## src/rtl/pe_pkg.sv

```systemverilog
// Shared definitions for the PE pass scheduler: config field decode, FSM
// state encodings and the per-pass word count helpers.
package pe_pkg;

  localparam int PE_CFG_W   = 13;
  localparam int DW_BIT     = 12;
  localparam int RS_LSB     = 10;
  localparam int P_LSB      = 7;
  localparam int COLS_LSB   = 2;
  localparam int Q_LSB      = 0;

  typedef enum logic [2:0] {
    S_IDLE, S_CFG, S_LD_FILT, S_LD_IFMAP, S_LD_IPSUM, S_ST_OPSUM, S_DONE
  } state_t;

  typedef enum logic [1:0] {
    PH_FETCH, PH_CAP, PH_PRES
  } fetch_phase_t;

  function automatic logic [2:0] rs_of(input logic [PE_CFG_W-1:0] c);
    return {1'b0, c[RS_LSB+:2]} + 3'd1;
  endfunction

  function automatic logic [2:0] p_of(input logic [PE_CFG_W-1:0] c);
    return {1'b0, c[P_LSB+:2]} + 3'd1;
  endfunction

  function automatic logic [2:0] q_of(input logic [PE_CFG_W-1:0] c);
    return {1'b0, c[Q_LSB+:2]} + 3'd1;
  endfunction

  function automatic logic [5:0] cols_of(input logic [PE_CFG_W-1:0] c);
    return {1'b0, c[COLS_LSB+:5]} + 6'd1;
  endfunction

  // Psum words per column: Q for depthwise layers, P otherwise.
  function automatic logic [2:0] n_psum(input logic [PE_CFG_W-1:0] c);
    return c[DW_BIT] ? q_of(c) : p_of(c);
  endfunction

  function automatic logic [4:0] word_count_filter(input logic [PE_CFG_W-1:0] c);
    return {2'b00, p_of(c)} * {2'b00, rs_of(c)};
  endfunction

endpackage

```

## src/rtl/glb_fetch_unit.sv

```systemverilog
// One-word GLB fetch: issues a read, captures the data one cycle later and
// presents it on a valid/ready output until it is taken.
module glb_fetch_unit
  import pe_pkg::*;
#(
  parameter int DATA_W = 32
) (
  input  logic              clk,
  input  logic              rst,
  input  logic              req,
  output logic              ren,
  input  logic [DATA_W-1:0] rdata,
  output logic              valid,
  output logic [DATA_W-1:0] data,
  input  logic              ready,
  output logic              fire
);

  // Handshake: a word transfers in any cycle where valid && ready; once valid
  // rises, valid and data hold until that cycle.
  fetch_phase_t phase;
  logic [DATA_W-1:0] hold;

  always_ff @(posedge clk or posedge rst) begin
    if (rst) begin
      phase <= PH_FETCH;
      hold  <= '0;
    end else begin
      case (phase)
        PH_FETCH: if (req) phase <= PH_CAP;
        PH_CAP: begin
          hold  <= rdata;
          phase <= PH_PRES;
        end
        PH_PRES:  if (ready) phase <= PH_FETCH;
        default:  phase <= PH_FETCH;
      endcase
    end
  end

  assign ren   = req && (phase == PH_FETCH);
  assign valid = (phase == PH_PRES);
  assign data  = hold;
  assign fire  = valid && ready;

endmodule

```

## src/rtl/pe_pass_scheduler.sv

```systemverilog
// Walks one PE through a full pass: config strobe, filter/ifmap/ipsum loads
// from the GLB and opsum write-back, one column at a time.
module pe_pass_scheduler
  import pe_pkg::*;
#(
  parameter int ADDR_W = 12,
  parameter int DATA_W = 32,
  parameter int CFG_W  = 13
) (
  input  logic              clk,
  input  logic              rst,
  input  logic              start,
  input  logic [CFG_W-1:0]  cfg,
  input  logic [ADDR_W-1:0] filt_base,
  input  logic [ADDR_W-1:0] ifmap_base,
  input  logic [ADDR_W-1:0] ipsum_base,
  input  logic [ADDR_W-1:0] opsum_base,
  output logic              busy,
  output logic              done,
  output logic              glb_ren,
  output logic [ADDR_W-1:0] glb_raddr,
  input  logic [DATA_W-1:0] glb_rdata,
  output logic              glb_wen,
  output logic [ADDR_W-1:0] glb_waddr,
  output logic [DATA_W-1:0] glb_wdata,
  output logic              PE_en,
  output logic [CFG_W-1:0]  pe_config,
  output logic [DATA_W-1:0] pe_ifmap,
  output logic [DATA_W-1:0] pe_filter,
  output logic [DATA_W-1:0] pe_ipsum,
  output logic              pe_ifmap_valid,
  output logic              pe_filter_valid,
  output logic              pe_ipsum_valid,
  input  logic              pe_ifmap_ready,
  input  logic              pe_filter_ready,
  input  logic              pe_ipsum_ready,
  input  logic [DATA_W-1:0] pe_opsum,
  input  logic              pe_opsum_valid,
  output logic              pe_opsum_ready
);

  state_t state;
  logic [CFG_W-1:0]  cfg_q;
  logic [ADDR_W-1:0] filt_q, ifmap_q, ipsum_q, opsum_q;
  logic [4:0] k;
  logic [5:0] m;
  logic [4:0] col;
  logic [2:0] j;
  logic [1:0] icnt;

  logic [2:0] rs, n;
  logic [5:0] cols;
  logic [4:0] nfilt;
  logic [ADDR_W-1:0] psum_off;

  logic req, fire, hold_valid, chan_ready;
  logic [DATA_W-1:0] hold_data;

  assign rs       = rs_of(cfg_q);
  assign n        = n_psum(cfg_q);
  assign cols     = cols_of(cfg_q);
  assign nfilt    = word_count_filter(cfg_q);
  assign psum_off = ADDR_W'(col) * ADDR_W'(n) + ADDR_W'(j);

  always_comb begin
    req        = 1'b0;
    chan_ready = 1'b0;
    glb_raddr  = '0;
    case (state)
      S_LD_FILT: begin
        req = 1'b1; chan_ready = pe_filter_ready; glb_raddr = filt_q + ADDR_W'(k);
      end
      S_LD_IFMAP: begin
        req = 1'b1; chan_ready = pe_ifmap_ready; glb_raddr = ifmap_q + ADDR_W'(m);
      end
      S_LD_IPSUM: begin
        req = 1'b1; chan_ready = pe_ipsum_ready; glb_raddr = ipsum_q + psum_off;
      end
      default: ;
    endcase
  end

  glb_fetch_unit #(.DATA_W(DATA_W)) u_fetch (
    .clk   (clk),
    .rst   (rst),
    .req   (req),
    .ren   (glb_ren),
    .rdata (glb_rdata),
    .valid (hold_valid),
    .data  (hold_data),
    .ready (chan_ready),
    .fire  (fire)
  );

  // One hold register feeds all three PE inputs; only the active channel's valid rises.
  assign pe_filter       = hold_data;
  assign pe_ifmap        = hold_data;
  assign pe_ipsum        = hold_data;
  assign pe_filter_valid = hold_valid && (state == S_LD_FILT);
  assign pe_ifmap_valid  = hold_valid && (state == S_LD_IFMAP);
  assign pe_ipsum_valid  = hold_valid && (state == S_LD_IPSUM);

  assign pe_opsum_ready = (state == S_ST_OPSUM);
  assign glb_wen        = pe_opsum_valid && pe_opsum_ready;
  assign glb_waddr      = pe_opsum_ready ? opsum_q + psum_off : '0;
  assign glb_wdata      = pe_opsum_ready ? pe_opsum : '0;

  assign busy      = (state != S_IDLE) && (state != S_DONE);
  assign done      = (state == S_DONE);
  assign PE_en     = (state == S_CFG);
  assign pe_config = cfg_q;

  always_ff @(posedge clk or posedge rst) begin
    if (rst) begin
      state   <= S_IDLE;
      cfg_q   <= '0;
      filt_q  <= '0;
      ifmap_q <= '0;
      ipsum_q <= '0;
      opsum_q <= '0;
      k       <= '0;
      m       <= '0;
      col     <= '0;
      j       <= '0;
      icnt    <= '0;
    end else begin
      case (state)
        S_IDLE: if (start) begin
          cfg_q   <= cfg;
          filt_q  <= filt_base;
          ifmap_q <= ifmap_base;
          ipsum_q <= ipsum_base;
          opsum_q <= opsum_base;
          k       <= '0;
          m       <= '0;
          col     <= '0;
          j       <= '0;
          icnt    <= '0;
          state   <= S_CFG;
        end
        S_CFG: state <= S_LD_FILT;
        S_LD_FILT: if (fire) begin
          if (k == nfilt - 5'd1) begin
            icnt  <= '0;
            state <= S_LD_IFMAP;
          end else k <= k + 5'd1;
        end
        // Column 0 primes RS ifmap words; later columns slide the window by one.
        S_LD_IFMAP: if (fire) begin
          m <= m + 6'd1;
          if (col != 5'd0 || {1'b0, icnt} == rs - 3'd1) begin
            j     <= '0;
            state <= S_LD_IPSUM;
          end else icnt <= icnt + 2'd1;
        end
        S_LD_IPSUM: if (fire) begin
          if (j == n - 3'd1) begin
            j     <= '0;
            state <= S_ST_OPSUM;
          end else j <= j + 3'd1;
        end
        S_ST_OPSUM: if (glb_wen) begin
          if (j == n - 3'd1) begin
            j <= '0;
            if ({1'b0, col} == cols - 6'd1) state <= S_DONE;
            else begin
              col   <= col + 5'd1;
              state <= S_LD_IFMAP;
            end
          end else j <= j + 3'd1;
        end
        S_DONE:  state <= S_IDLE;
        default: state <= S_IDLE;
      endcase
    end
  end

endmodule

```

## config.mk

```make
export PLATFORM = sky130hd
export DESIGN_NAME = pe_pass_scheduler
export DESIGN_NICKNAME = d
export VERILOG_FILES = /design/src/rtl/pe_pkg.sv /design/src/rtl/glb_fetch_unit.sv /design/src/rtl/pe_pass_scheduler.sv
export SDC_FILE = /design/constraint.sdc
export NUM_CORES = 1
export LEC_CHECK = 0
export CAP_MARGIN = 20
export CORE_UTILIZATION = 41
export CTS_CLUSTER_SIZE = 10
export DETAILED_ROUTE_END_ITERATION = 10
export PLACE_DENSITY = 0.74
export SLEW_MARGIN = 25
export SYNTH_ARGS = -nofsm -noshare
export SYNTH_HDL_FRONTEND = slang
export SYNTH_SLANG_ARGS = --single-unit
```

## constraint.sdc

```tcl
create_clock -name clk -period 5.16 [get_ports clk]
set_input_delay 1.032 -clock clk [delete_from_list [all_inputs] [get_ports clk]]
set_output_delay 1.032 -clock clk [all_outputs]
set_load 0.01 [all_outputs]
```

=== Word-level counts from Yosys, hierarchy flattened ===
Index checks and enable logic that the tools add are counted.

* Bits in registers: 119
* Output and inout bits: 174
* Logic and storage cells: 130

* Multipliers: 2
* $add $sub $neg: 18
* Equal/unequal tests: 27
* Reductions and logical operators: 26
* Muxes and demuxes: 44

{| class="wikitable"
|+ Operators by type and width
! kind !! count
|-
| 3-bit two-way mux || 17
|-
| 12-bit case mux with 3 select lines || 1
|-
| 32-bit two-way mux || 1
|-
| 5-bit two-way mux || 6
|-
| 12-bit by 9-bit adder with 12-bit output || 2
|-
| 5-bit case mux with 2 select lines || 2
|-
| 3-bit case mux with 6 select lines || 1
|-
| 2-bit != test (second input constant) || 8
|-
| 2-bit two-way mux || 7
|-
| 12-bit by 5-bit adder with 12-bit output || 1
|-
| 12-bit by 6-bit adder with 12-bit output || 1
|-
| 12-bit two-way mux || 1
|-
| 6-bit two-way mux || 2
|-
| 2-bit by 1-bit != test with 1-bit output (second input constant) || 6
|-
| 2-bit case mux with 3 select lines || 2
|-
| 3-bit case mux with 4 select lines || 1
|-
| 6-bit case mux with 2 select lines || 1
|-
| 6-bit AND reduction || 2
|-
| 5-bit by 1-bit adder with 5-bit output (second input constant) || 2
|-
| 2-bit by 1-bit adder with 3-bit output (second input constant) || 3
|-
| 8-bit by 3-bit adder with 9-bit output || 1
|-
| 3-bit == test (second input constant) || 3
|-
| 9-bit AND reduction || 1
|-
| 5-bit by 3-bit multiplier with 8-bit output || 1
|-
| other kinds (32) || 44
|}

=== Logic depth before layout (Yosys ltp) ===
Gate-level depths: netlist of run 1.

* Depth in word-level cells: 7
* Depth in mapped cells: 21

=== Cells and area by module ===
A second synthesis of run 1 with hierarchy kept.

* Cell total of the unflattened synthesis: 958
* Area, all modules: 8627.0 um^2

{| class="wikitable"
|+ By module, submodules not included
! module !! cells each !! area an instance (um^2) !! times used
|-
| pe_pass_scheduler || 880 || 7188.1 || 1
|-
| glb_fetch_unit || 78 || 1438.9 || 1
|}

=== Least setup slack after synthesis of run 1 ===
No wires, ideal clock.

* Path type: register to output
* From: register cfg_q[7], in the netlist pe_config[7]
* To: output glb_raddr[11]
* Required time: 4.128 ns
* Path slack: -0.466 ns
* Cell stages (with the launch flop): 21
* Arrival time: 4.594 ns
* Cell sequence: dfrtp_1 > ha_1 > mux2i_1 > nand2b_1 > fa_1 > inv_1 > fa_1 > ha_1 > a21o_1 > a21oi_1 > o21bai_1 > a21oi_1 > xnor2_1 > ha_1 > a21oi_1 > o21a_1 > o31ai_1 > a31oi_1 > nor2_1 > xnor2_1 > o211ai_1

* Cells in the longest elaborated chain, start to end: 6

{| class="wikitable"
|+ RTL lines
! element !! line !! text
|-
| from (decl) || pe_pass_scheduler.sv:43 || <nowiki>logic [CFG_W-1:0] cfg_q;</nowiki>
|-
| from (signal assigned) || pe_pass_scheduler.sv:129 || <nowiki>cfg_q <= cfg;</nowiki>
|-
| 2-bit by 1-bit adder with 3-bit output || pe_pkg.sv:25 || <nowiki>return {1'b0, c[P_LSB+:2]} + 3'd1;</nowiki>
|-
| 3-bit two-way mux || pe_pkg.sv:38 || <nowiki>return c[DW_BIT] ? q_of(c) : p_of(c);</nowiki>
|-
| 5-bit by 3-bit multiplier with 8-bit output || pe_pass_scheduler.sv:63 || <nowiki>assign psum_off = ADDR_W'(col) * ADDR_W'(n) + ADDR_W'(j);</nowiki>
|-
| 8-bit by 3-bit adder with 9-bit output || pe_pass_scheduler.sv:63 ||
|-
| 12-bit by 9-bit adder with 12-bit output || pe_pass_scheduler.sv:77 || <nowiki>req = 1'b1; chan_ready = pe_ipsum_ready; glb_raddr = ipsum_q + psum_off;</nowiki>
|-
| 12-bit case mux with 3 select lines || pe_pass_scheduler.sv:69 || <nowiki>case (state)</nowiki>
|-
| to (decl) || pe_pass_scheduler.sv:21 || <nowiki>output logic [ADDR_W-1:0] glb_raddr,</nowiki>
|}

Every way passes these cells.

=== Worst setup path after layout of run 1 ===
* From: register cfg_q[7], in the netlist pe_config[7]
* To: output glb_waddr[11]

* Cells in the longest elaborated chain, start to end: 6

{| class="wikitable"
|+ RTL lines
! element !! line !! text
|-
| 2-bit by 1-bit adder with 3-bit output || pe_pkg.sv:25 ||
|-
| 3-bit two-way mux || pe_pkg.sv:38 ||
|-
| 5-bit by 3-bit multiplier with 8-bit output || pe_pass_scheduler.sv:63 ||
|-
| 8-bit by 3-bit adder with 9-bit output || pe_pass_scheduler.sv:63 ||
|-
| 12-bit by 9-bit adder with 12-bit output || pe_pass_scheduler.sv:105 || <nowiki>assign glb_waddr = pe_opsum_ready ? opsum_q + psum_off : '0;</nowiki>
|-
| 12-bit two-way mux || pe_pass_scheduler.sv:105 ||
|-
| to (decl) || pe_pass_scheduler.sv:24 || <nowiki>output logic [ADDR_W-1:0] glb_waddr,</nowiki>
|}

Every way passes these cells.

==> flow_summary.toml, run 1 <==
[floorplanning]
initial_utilization = 0.423
core_area_mm2 = 0.0197
io_pins = 306
dieArea_mm2 = 0.0208
die_w_um = 144
dieHeight_um = 144
rows = 51

[logic_synthesis]
ys_warn_count = 0
yosysTopAreaCellShare = 0.358
synth_area_mm2 = 0.00831
synth_commonest_cells = "217 x nand2_1, 119 x dfrtp_1, 66 x buf_4, 59 x ha_1, 51 x nor2_1"
synthTopCellsByArea = "dfrtp_1 36%, nand2_1 9.8%, ha_1 8.9%"
avgSynthCellArea_um2 = 8.86
syn-num-nets = 1140
yosysSeqAreaShare = 0.358
ys_ff_latch = 119
synthCells = 938
synth_cell_types = 62
ys.flop_type = "dfrtp_1"
synth_edf_count = 0
yosysMostFrequentCell = "nand2_1"
async_flop_share = 1.00
yosysTopAreaCell = "dfrtp_1"

[placed_design]
pre_cts_ws_ps = -845
io_buffers = 305
post-dp-hpwl_um = 20800
gp_congestion = 0.892
placed_area_mm2 = 0.0116
placed_cells = 1469

[critical_path]
slowest_stage = "fa_2"
worstRegToRegCells = 12
crit_chain = "ha_4 > mux2i_4 > nand2b_4 > fa_1 > inv_2 > fa_2 > inv_2 > fa_2 > inv_2 > a21oi_2 > o21bai_1 > buf_4 > a21o_1 > a21oi_2 > xnor2_2 > buf_4 > ha_4 > nor2_4 > nor2_2 > a31oi_2 > buf_4 > or3_4 > a21oi_2 > buf_2"
setup.worst_path.end_class = "output port"
timing.rr.end = "icnt[0]"
reg2reg_slack_ps = 1450
worstSetupPathType = "reg -> out"
crit_fanout = 2
critPathMaxStageDelay_ps = 570
critPathTopFamily = "adder cells"
regToRegStartpoint = "pe_config[10]"
critPathArrivalTime_ps = 5130
worst-path-buf-inv = 7
critPathRequiredTime_ps = 4130
start_kind = "flip-flop"

[outcome]
run_status = "complete, but fails checks"
violations = "setup timing"

[sta]
max_freq_mhz = 162
fin_crit_sh = 1.19
hold_violations = 0
slew_headroom = 0.461
worstMarginPinSlew_ps = 808
slew_viol_final = 0
period_minus_slack_ps = 6160
skew_ps = 9.42
finalSetupViolations = 17
whs_ps = 494
setup_tns_ps = -10730
rsz0062_at_grt = "yes"
fin_ws_ps = -998

[final_layout]
final_area_mm2 = 0.0128
drive_gt1_frac = 0.206
fin_cells = 1515
fin_util = 0.650
nets = 1440
area_growth_pct = 53.9
nFillCells = 1630
diodes = 0

[pwr]
power_mw = 7.20
p_leak_nw = 5.99
power.density_mw_per_mm2 = 563
peakVddDrop_uv = 280

[flow_run]
cap_violations = 0

[hold_path]
holdPathEnd = "filt_q[3]"
hold_depth = 2
hold_path.class = "reg -> reg"
worstHoldStart = "filt_q[3]"

[routing]
final_antenna_net_count = 0
route.vias.total = 7709
dr.pass1.iters = 5
first_iter_violations = 470
routed_wl_um = 28000
drc_errors = 0
avgRoutedWirePerCell_um = 18.5
viasPerCell = 5.09

[global_routing]
grt-ovfl-total = 0
grt_first_pass_wirelength_um = 41400
grtUsageTotal = 0.264
grt_antenna_before_repair = 1
grt_pass1_vias = 7684
grt_max_degree = 61

[clock_network]
ctsLongestPathBuffers = 2
holdBufCountCts = 0
htree_levels = 4
cts_tree = "built"
cts_root_buf = "clkbuf_16"
clk_pin_slew_ps = 60
cts.sinks = 119
clock_latency_ps = 410
cts_buffers = 17
[repair_timing]
action,in CTS,in global routing
setup buffers,11,5
pin swaps,38,30
resized for setup,149,42
setup endpoints to repair,20,20
[how the worst max path moves through the flow]
stage | start | to | slack, ps | cells after the start
3_5_place_dp | pe_config[7] | glb_waddr[11] | -850 | 22
4_1_cts | pe_config[7] | glb_raddr[11] | -920 | 21
2_1_floorplan | pe_config[7] | glb_raddr[11] | -80 | 20
3_3_place_gp | pe_config[12] | glb_waddr[11] | -710 | 21
5_1_grt | pe_config[7] | glb_raddr[8] | -1210 | 24
6_report | pe_config[7] | glb_waddr[11] | -1000 | 24
[cell families after synthesis]
group	after synthesis	synth area share
multiplexers	44	0.0587
AO/OA/AOI/OAI	123	0.0952
adder cells (fa/ha/maj)	70	0.115
buffers and inverters	132	0.0902
AND/OR/NAND/NOR	385	0.212
flip-flops	119	0.358
XOR/XNOR	65	0.0702
[cells in the final DEF (no fill, tap or decap), types with 11 or more instances in the layout]
cell,n
a21o_1,15
a21oi_1,11
a21oi_2,15
and3_1,38
buf_2,19
buf_4,66
buf_6,12
clkbuf_16,17
clkdlybuf4s50_1,284
dfrtp_1,117
ha_1,44
ha_4,15
inv_1,23
mux2_2,32
nand2_1,213
nand2b_1,13
nor2_1,48
nor2b_1,14
o21ai_0,20
xnor2_1,24
xor2_1,29
[tightest hold or removal path, delay by kind of cell, from the launching register on]
| kind | cells | cell delay, ps |
|---|---|---|
| and+or+nand+nor | 2 | 120 |
| DFF | 1 | 350 |
[state kept, by name, indices dropped and copies added (netlist names)]
signal,flops
col,5
filt_q,12
icnt,2
ifmap_q,12
ipsum_q,12
j,3
k,5
m,6
opsum_q,12
pe_config,13
state,3
u_fetch.data,32
u_fetch.phase,2
[layout make-up]
| class | count | area [um2] | area share |
|---|---|---|---|
| clock buffers | 23 | 478 | 0.0374 |
| multi-input cells | 687 | 5190 | 0.406 |
| well taps | 265 | 332 | 0.0259 |
| clock inverters | 8 | 98.8 | 0.00773 |
| inverters | 30 | 120 | 0.00940 |
| repair buffers | 383 | 3590 | 0.281 |
| flip-flops and latches | 119 | 2980 | 0.233 |
[where the power goes]
group          internal (mW)  switching, mW  leakage (nW)  total, mW
logic                   2.21           1.95          4.22       4.16
clock network          0.745          0.436         0.279       1.18
registers               1.33          0.531          1.49       1.86
total                   4.28           2.92          5.99       7.20
[routing by layer]
layer  vias up  global-route usage  routed length [um]
li1       3684                   -                   -
met1      3676               0.306               10700
met2       304               0.471               14600
met3        43              0.0652                2140
met4         2              0.0864                 600
met5         -                   0                  12
Power figures use the tool's default switching activity.
==> run 2, diff against run 1 <==
==> constraint.sdc (replaced) <==
create_clock -name clk -period 5.16 [get_ports clk]
set_input_delay 1.032 -clock clk [delete_from_list [all_inputs] [get_ports clk]]
set_output_delay 1.032 -clock clk [all_outputs]
set_load 0.1 [all_outputs]
==> run 2 against run 1 <==
Net effect: the flow still finishes with violations (setup timing); largest cell class unchanged; highest routed layer is now met4; utilization up 2.2 points; clock-buffer cell count down 6; fmax about the same; non-clock buffer count down 6; first-iteration DRC count down 24%; final cell count down 0.33%; global-route usage down 0.56 points; routed wire length down 3.4%; worst hold slack worse by 3.1 ps; clock skew down 0.71 ps; sequential share of layout area down 0.74 points.
==> flow_summary.toml, run 2 (synthesized netlist as in run 1, its figures left out) <==
[sta]
slew_headroom = 0.291
skew_ps = 8.71
max_freq_mhz = 162
slew_viol_final = 0
worstMarginPinSlew_ps = 1060
rsz0062_at_grt = "yes"
finalSetupViolations = 18
fin_crit_sh = 1.19
hold_violations = 0
period_minus_slack_ps = 6150
fin_ws_ps = -995

[floorplanning]
rows = 51
io_pins = 306
dieArea_mm2 = 0.0208
die_w_um = 144
initial_utilization = 0.423
dieHeight_um = 144
core_area_mm2 = 0.0197

[flow_run]
cap_violations = 0

[hold_path]
hold_path.class = "reg -> reg"
hold_depth = 2
holdPathEnd = "filt_q[3]"
worstHoldStart = "filt_q[3]"

[routing]
dr.pass1.iters = 5
routed_wl_um = 27000
avgRoutedWirePerCell_um = 17.9
first_iter_violations = 355
drc_errors = 0
viasPerCell = 5.06
route.vias.total = 7634
final_antenna_net_count = 0

[critical_path]
critPathArrivalTime_ps = 5120
cp-startpoint = "pe_config[8]"
worstSetupPathType = "reg -> out"
critPathRequiredTime_ps = 4130
setup.worst_path.end_class = "output port"
regToRegStartpoint = "pe_config[7]"
start_kind = "flip-flop"
timing.rr.end = "icnt[0]"
crit_fanout = 4
reg2reg_slack_ps = 1360
worstRegToRegCells = 15

[placed_design]
post-dp-hpwl_um = 20200
pre_cts_ws_ps = -597
io_buffers = 305
gp_congestion = 0.827

[final_layout]
nets = 1434
fin_util = 0.673
final_common_cell = "clkdlybuf4s50_1"
area_growth_pct = 59.2
diodes = 0
drive_gt1_frac = 0.256
largest_reg_flops = 32
final_cell_mix = "242 x clkdlybuf4s50_1, 213 x nand2_1, 114 x dfrtp_1"

[clock_network]
clk_pin_slew_ps = 60
cts_root_buf = "clkbuf_16"
cts_buffers = 17
ctsLongestPathBuffers = 2
holdBufCountCts = 0
cts_tree = "built"
htree_levels = 4
clock_latency_ps = 420
cts.sinks = 119

[global_routing]
grt_max_degree = 73
grt_antenna_before_repair = 0
grt-ovfl-total = 0
grt_first_pass_wirelength_um = 40700
grtUsageTotal = 0.258
grt_pass1_vias = 7535

[outcome]
run_status = "complete, but fails checks"
violations = "setup timing"
run 2: how the worst max path moves through the flow:
stage	to
6_report	glb_raddr[11]
5_1_grt	glb_raddr[11]
4_1_cts	glb_raddr[10]
3_5_place_dp	glb_raddr[11]
3_3_place_gp	glb_raddr[10]
2_1_floorplan	glb_raddr[11]
run 2: through the flow:
step           std cells  hold WS [ps]  TNS (ps)  area, um2
2_1_floorplan        938           450     -9140       8660
3_3_place_gp        1466           461     -3770      12000
3_5_place_dp        1466           476     -4970      12000
4_1_cts             1504           495    -10710      13000
5_1_grt             1510           513    -14910      13200
6_report            1510           491    -12070      13200
run 2: repair_timing:
item	in CTS	in global routing
setup buffers	7	7
gates resized for setup	50	39
setup endpoints to repair	19	19
pin swaps	28	40
run 2: area by class of cell:
type | instances | area (um2)
inverters | 30 | 123
well taps | 265 | 332
clock buffers | 17 | 425
fillers | 1533 | 6430
clock inverters | 15 | 203
repair buffers | 377 | 3730
multi-input cells | 687 | 5430
flip-flops and latches | 119 | 2980
run 2: per-layer routing:
metal  share of wire  track usage  up-vias
met5               0            0        -
met4           0.016       0.0737        0
met3           0.069       0.0593       30
met2            0.51        0.454      223
met1            0.40        0.313     3712
li1                -            -     3669
run 2: worst max-delay path, cell delays in order (launching register included):
cell,delay [ps]
dfrtp_2,420
ha_4,290
mux2i_4,60
nand2b_4,150
fa_1,550
inv_2,50
fa_1,480
ha_1,300
a21o_1,170
a21oi_2,160
o21bai_1,140
a21oi_2,240
xnor2_2,170
ha_4,260
a21oi_2,130
o21a_1,160
o31ai_4,90
a31oi_4,190
nor2_2,50
xnor2_1,120
o211ai_1,260
clkbuf_16,270
Power of run 2 is left out: the tool's default activity adds up to more than one toggle a clock period on the data nets, which glitch-free logic cannot reach.
==> run 3, diff against run 2 <==
clock period = 5 ns   (was 5.16 ns; I/O delays follow)
==> run 3 against run 2 <==
Net effect: the flow still finishes with violations (setup timing); via count grew 0.22%; cell area grew 0.49%; setup slack lost 88 ps; die area is the same; clock skew grew 2.1 ps; critical path type unchanged.
==> flow_summary.toml, run 3 (synthesized netlist as in run 1, its figures left out) <==
[routing]
routed_wl_um = 26800
drc_errors = 0
viasPerCell = 5.06
route.vias.total = 7651
avgRoutedWirePerCell_um = 17.7
final_antenna_net_count = 0
dr.pass1.iters = 5
first_iter_violations = 401

[placed_design]
gp_congestion = 0.868
placed_area_mm2 = 0.0120
io_buffers = 305
post-dp-hpwl_um = 20100

[clock_network]
cts.sinks = 119
clk_pin_slew_ps = 60
holdBufCountCts = 0
clock_latency_ps = 420
cts_root_buf = "clkbuf_16"
htree_levels = 4
ctsLongestPathBuffers = 2
cts_tree = "built"
cts_buffers = 17

[floorplanning]
io_pins = 306
dieArea_mm2 = 0.0208
rows = 51
core_area_mm2 = 0.0197
initial_utilization = 0.423
die_w_um = 144
dieHeight_um = 144

[global_routing]
grt_pass1_vias = 7451
grt_max_degree = 67
grt-ovfl-total = 0
grt_antenna_before_repair = 0
grt_first_pass_wirelength_um = 39600
grtUsageTotal = 0.252

[final_layout]
final_area_mm2 = 0.0133
final_common_cell = "clkdlybuf4s50_1"
diodes = 0
nets = 1437
drive_gt1_frac = 0.258
largest_reg_flops = 32
final_cell_mix = "241 x clkdlybuf4s50_1, 213 x nand2_1, 114 x dfrtp_1"
area_growth_pct = 59.9

[critical_path]
worstRegToRegCells = 12
cp-startpoint = "pe_config[8]"
reg2reg_slack_ps = 1200
regToRegStartpoint = "pe_config[10]"
worstSetupPathType = "reg -> out"
start_kind = "flip-flop"
critPathRequiredTime_ps = 4000
timing.rr.end = "icnt[0]"
setup.worst_path.end_class = "output port"
critPathArrivalTime_ps = 5080
crit_fanout = 4

[flow_run]
cap_violations = 0

[sta]
slew_viol_final = 0
hold_violations = 0
setup_tns_ps = -13440
max_freq_mhz = 164
fin_crit_sh = 1.22
fin_ws_ps = -1080
finalSetupViolations = 19
worstMarginPinSlew_ps = 1050
rsz0062_at_grt = "yes"
slew_headroom = 0.300
period_minus_slack_ps = 6080
skew_ps = 10.8

[hold_path]
worstHoldStart = "pe_config[9]"
hold_depth = 2
holdPathEnd = "pe_config[9]"
hold_path.class = "reg -> reg"

[outcome]
violations = "setup timing"
run_status = "complete, but fails checks"
[run 3: changes by cell type in the layout (fill, tap and decap cells not counted), sizes merged]
cell           delta
clkinv            +1
clkdlybuf4s50     -1
inv               -2
buf               +4
clkinvlp          -5
clkbuf            +4
[run 3: critical path, cell delays in order (launching register included)]
cell and delay (ps):
dfrtp_2 420, ha_4 280, mux2i_4 60, nand2b_4 150
fa_1 500, inv_2 50, fa_1 470, ha_1 300
a21o_1 180, a21oi_2 180, o21bai_1 110, a21oi_2 220
xnor2_2 180, ha_4 270, a21oi_2 140, o21a_1 180
o31ai_4 100, a31oi_4 190, xor2_1 300, o221ai_4 150
buf_12 210
[run 3: how the worst max path moves through the flow]
| stage | end | slack (ps) | cells after the start |
|---|---|---|---|
| 3_3_place_gp | glb_raddr[10] | -580 | 21 |
| 6_report | glb_raddr[9] | -1080 | 20 |
| 3_5_place_dp | glb_raddr[11] | -710 | 21 |
| 4_1_cts | glb_raddr[10] | -1060 | 21 |
| 2_1_floorplan | glb_raddr[11] | -1750 | 20 |
| 5_1_grt | glb_raddr[10] | -1300 | 21 |
[run 3: final cells by class]
| type | count | area (um2) |
|---|---|---|
| Inverter | 30 | 120 |
| Clock inverter | 9 | 149 |
| Multi-Input combinational cell | 687 | 5470 |
| Sequential cell | 119 | 2980 |
| Timing Repair Buffer | 380 | 3760 |
| Tap cell | 265 | 332 |
| Fill cell | 1569 | 6370 |
| Clock buffer | 21 | 470 |
[run 3: timing repair]
action,4_1_cts,5_1_grt
buffers inserted,4,6
gates resized for setup,59,42
hold endpoints to repair,0,0
endpoints found under the setup margin,20,20
pin swaps,31,43
[run 3: metrics by stage]
step | hold slack, ps | worst slack [ps] | util | cells
after floorplan | 450 | -1750 | - | 938
after global placement | 462 | -578 | 0.612 | 1475
after detailed placement | 470 | -713 | 0.612 | 1475
after CTS | 490 | -1060 | 0.663 | 1509
after global routing | 517 | -1300 | 0.676 | 1511
final | 493 | -1080 | 0.676 | 1511
[run 3: routing by layer]
layer  global-route usage  wire [um]  vias to the layer above  share of wire
li1                     -          -                     3685              -
met3               0.0613       1680                       28          0.063
met1                0.319      11000                     3691           0.41
met5                    0          0                        -              0
met2                0.428      13800                      247           0.51
met4               0.0665        379                        0          0.014
Power of run 3 is left out for the same reason.
==> variant (settings of run 3) <==
Change the package constant `P_LSB` from 7 to 6.
--- a/src/rtl/pe_pkg.sv
+++ b/src/rtl/pe_pkg.sv
@@ -6,5 +6,5 @@
   localparam int DW_BIT     = 12;
   localparam int RS_LSB     = 10;
-  localparam int P_LSB      = 7;
+  localparam int P_LSB      = 6;
   localparam int COLS_LSB   = 2;
   localparam int Q_LSB      = 0;
Behaviour: not the same (Yosys sat finds a counterexample within 10 cycles, from zero or initial values and one cycle with rst high).
==> variant against run 3 <==
The flow still finishes with violations (setup timing). Clock skew shrank 1.9 ps. Worst setup slack lost 220 ps. Fmax shrank 3.4%. Synthesized area shrank 0.71%. Global-route usage shrank 0.48 points. Sequential share of layout area grew 0.47 points. Routed wire length shrank 4.6%. Final cell count shrank 0.26%. Sequential cell count is the same. Final area shrank 2.1%.
Power is not shown: default switching activity piles up to over one toggle a cycle in this logic, so the estimate is an artifact.
==> variant: results (changes against run 3) <==
- Met2 Routed Length: 12700 um (was 13800 um)
- CP max stage delay: 450 ps (was 500 ps)
- GPL Wtd Cong: 0.859 (was 0.868)
- Final setup viols: 20 (was 19)
- Global-route wire length before repair: 38900 um (was 39600 um)
- Number of global-route vias before repair: 7448 (was 7451)
- HP Start: pe_config[9]$_DFFE_PP0P_ (unchanged)
- Root buf cell: clkbuf_16 (unchanged)
- Via count: 7542 (was 7651)
- R2R setup slack: 1350 ps (was 1200 ps)
- Core area: 19600 um2 (was 19700 um2)
- Synth top cells by count: nand2_1 (214), dfrtp_1 (119), buf_4 (65) (was nand2_1 (217), dfrtp_1 (119), buf_4 (66))
- Post-Layout Cell Count: 1507 (was 1511)
- Routed WL per cell: 17.0 um (was 17.7 um)
- DR iter-0 viols: 364 (was 401)
- Critical Path AT: 5300 ps (was 5080 ps)
- Depth of the worst register-to-register path: 12 (unchanged)
- Proportion of layout cells with a drive suffix above 1: 25.1% (was 25.8%)
- Crit path max fanout: 5 (was 4)
- Hpwl dp: 19100 um (was 20100 um)
- GRT met3 Usage: 5.66% (was 6.13%)
- Post-Route Setup TNS: -15900 ps (was -13440 ps)
- Met2 global-route usage: 42.1% (was 42.8%)
- Syn Nets: 1132 (was 1140)
- PortBufs: 305 (unchanged)
- Post-DP Area: 12000 um2 (about the same)
- Failing checks: setup timing (unchanged)
- All-Layer GR Usage: 24.8% (was 25.2%)
- Fin worst setup slack: -1300 ps (was -1080 ps)
- Met3 Routed Length: 1430 um (was 1680 um)
- Post-synthesis sequential area ratio: 36.1% (was 35.8%)
- Hold WS: 480 ps (was 493 ps)
- CTS max path bufs: 2 (unchanged)
- Most area-consuming cells after synthesis: dfrtp_1 (36%), nand2_1 (9.7%), ha_1 (9.0%) (was dfrtp_1 (36%), nand2_1 (9.8%), ha_1 (8.9%))
- Setup WS pre-CTS: -802 ps (was -713 ps)
- Relative slew slack: 28.3% (was 30.0%)
- ANT cells: 0 (unchanged)
- Metal-1 WL: 10800 um (was 11000 um)
- Clock Latency Late Sink: 420 ps (about the same)
- Status: complete, but fails checks (unchanged)
- Final Skew: 8.86 ps (was 10.8 ps)
- Post-layout nets: 1431 (was 1437)
- DR pass1 iterations: 4 (was 5)
- Met1 GRT Util: 30.6% (was 31.9%)
[variant: kinds of logic after synthesis]
logic type	share of synthesized area, %
multiplexers	5.64
XOR/XNOR	7.07
flip-flops	36.1
adder cells (fa/ha/maj)	11.6
AND/OR/NAND/NOR	21.1
AO/OA/AOI/OAI	9.41
buffers and inverters	9.03
[variant: layout make-up]
type / instances / area (um2)
Fill cell: 1526 / 6580
Multi-Input combinational cell: 679 / 5240
Timing Repair Buffer: 382 / 3740
Sequential cell: 119 / 2980
Clock buffer: 19 / 453
Tap cell: 265 / 332
Clock inverter: 13 / 145
Inverter: 30 / 118
[variant: worst max path at each step]
| stage | from | endpoint | slack [ps] | cells past startpoint |
|---|---|---|---|---|
| after floorplan | pe_config[6]$_DFFE_PP0P_ | glb_raddr[11] | -1240 | 19 |
| after CTS | pe_config[0]$_DFFE_PP0P_ | glb_raddr[11] | -1170 | 20 |
| after global routing | pe_config[0]$_DFFE_PP0P_ | glb_waddr[11] | -1480 | 22 |
| final | pe_config[6]$_DFFE_PP0P_ | glb_waddr[11] | -1300 | 22 |
| after detailed placement | pe_config[7]$_DFFE_PP0P_ | glb_raddr[11] | -800 | 20 |
| after global placement | pe_config[7]$_DFFE_PP0P_ | glb_raddr[11] | -770 | 20 |
[variant: worst register-to-register path: cells and delay by family, from the launching register on]
family / cells / cell delay (ps)
adders and majority gates: 4 / 1710
and+or+nand+nor: 4 / 630
DFF: 1 / 460
muxes: 1 / 270
AOI/OAI and AO/OA: 1 / 240
xor gates and xnor gates: 1 / 170
buffers and inverters: 1 / 70
[variant: timing repair]
item,4_1_cts,5_1_grt
setup buffers,4,3
pin swaps,25,11
endpoints found under the setup margin,20,20
gates resized for setup,42,10
gates cloned,0,0
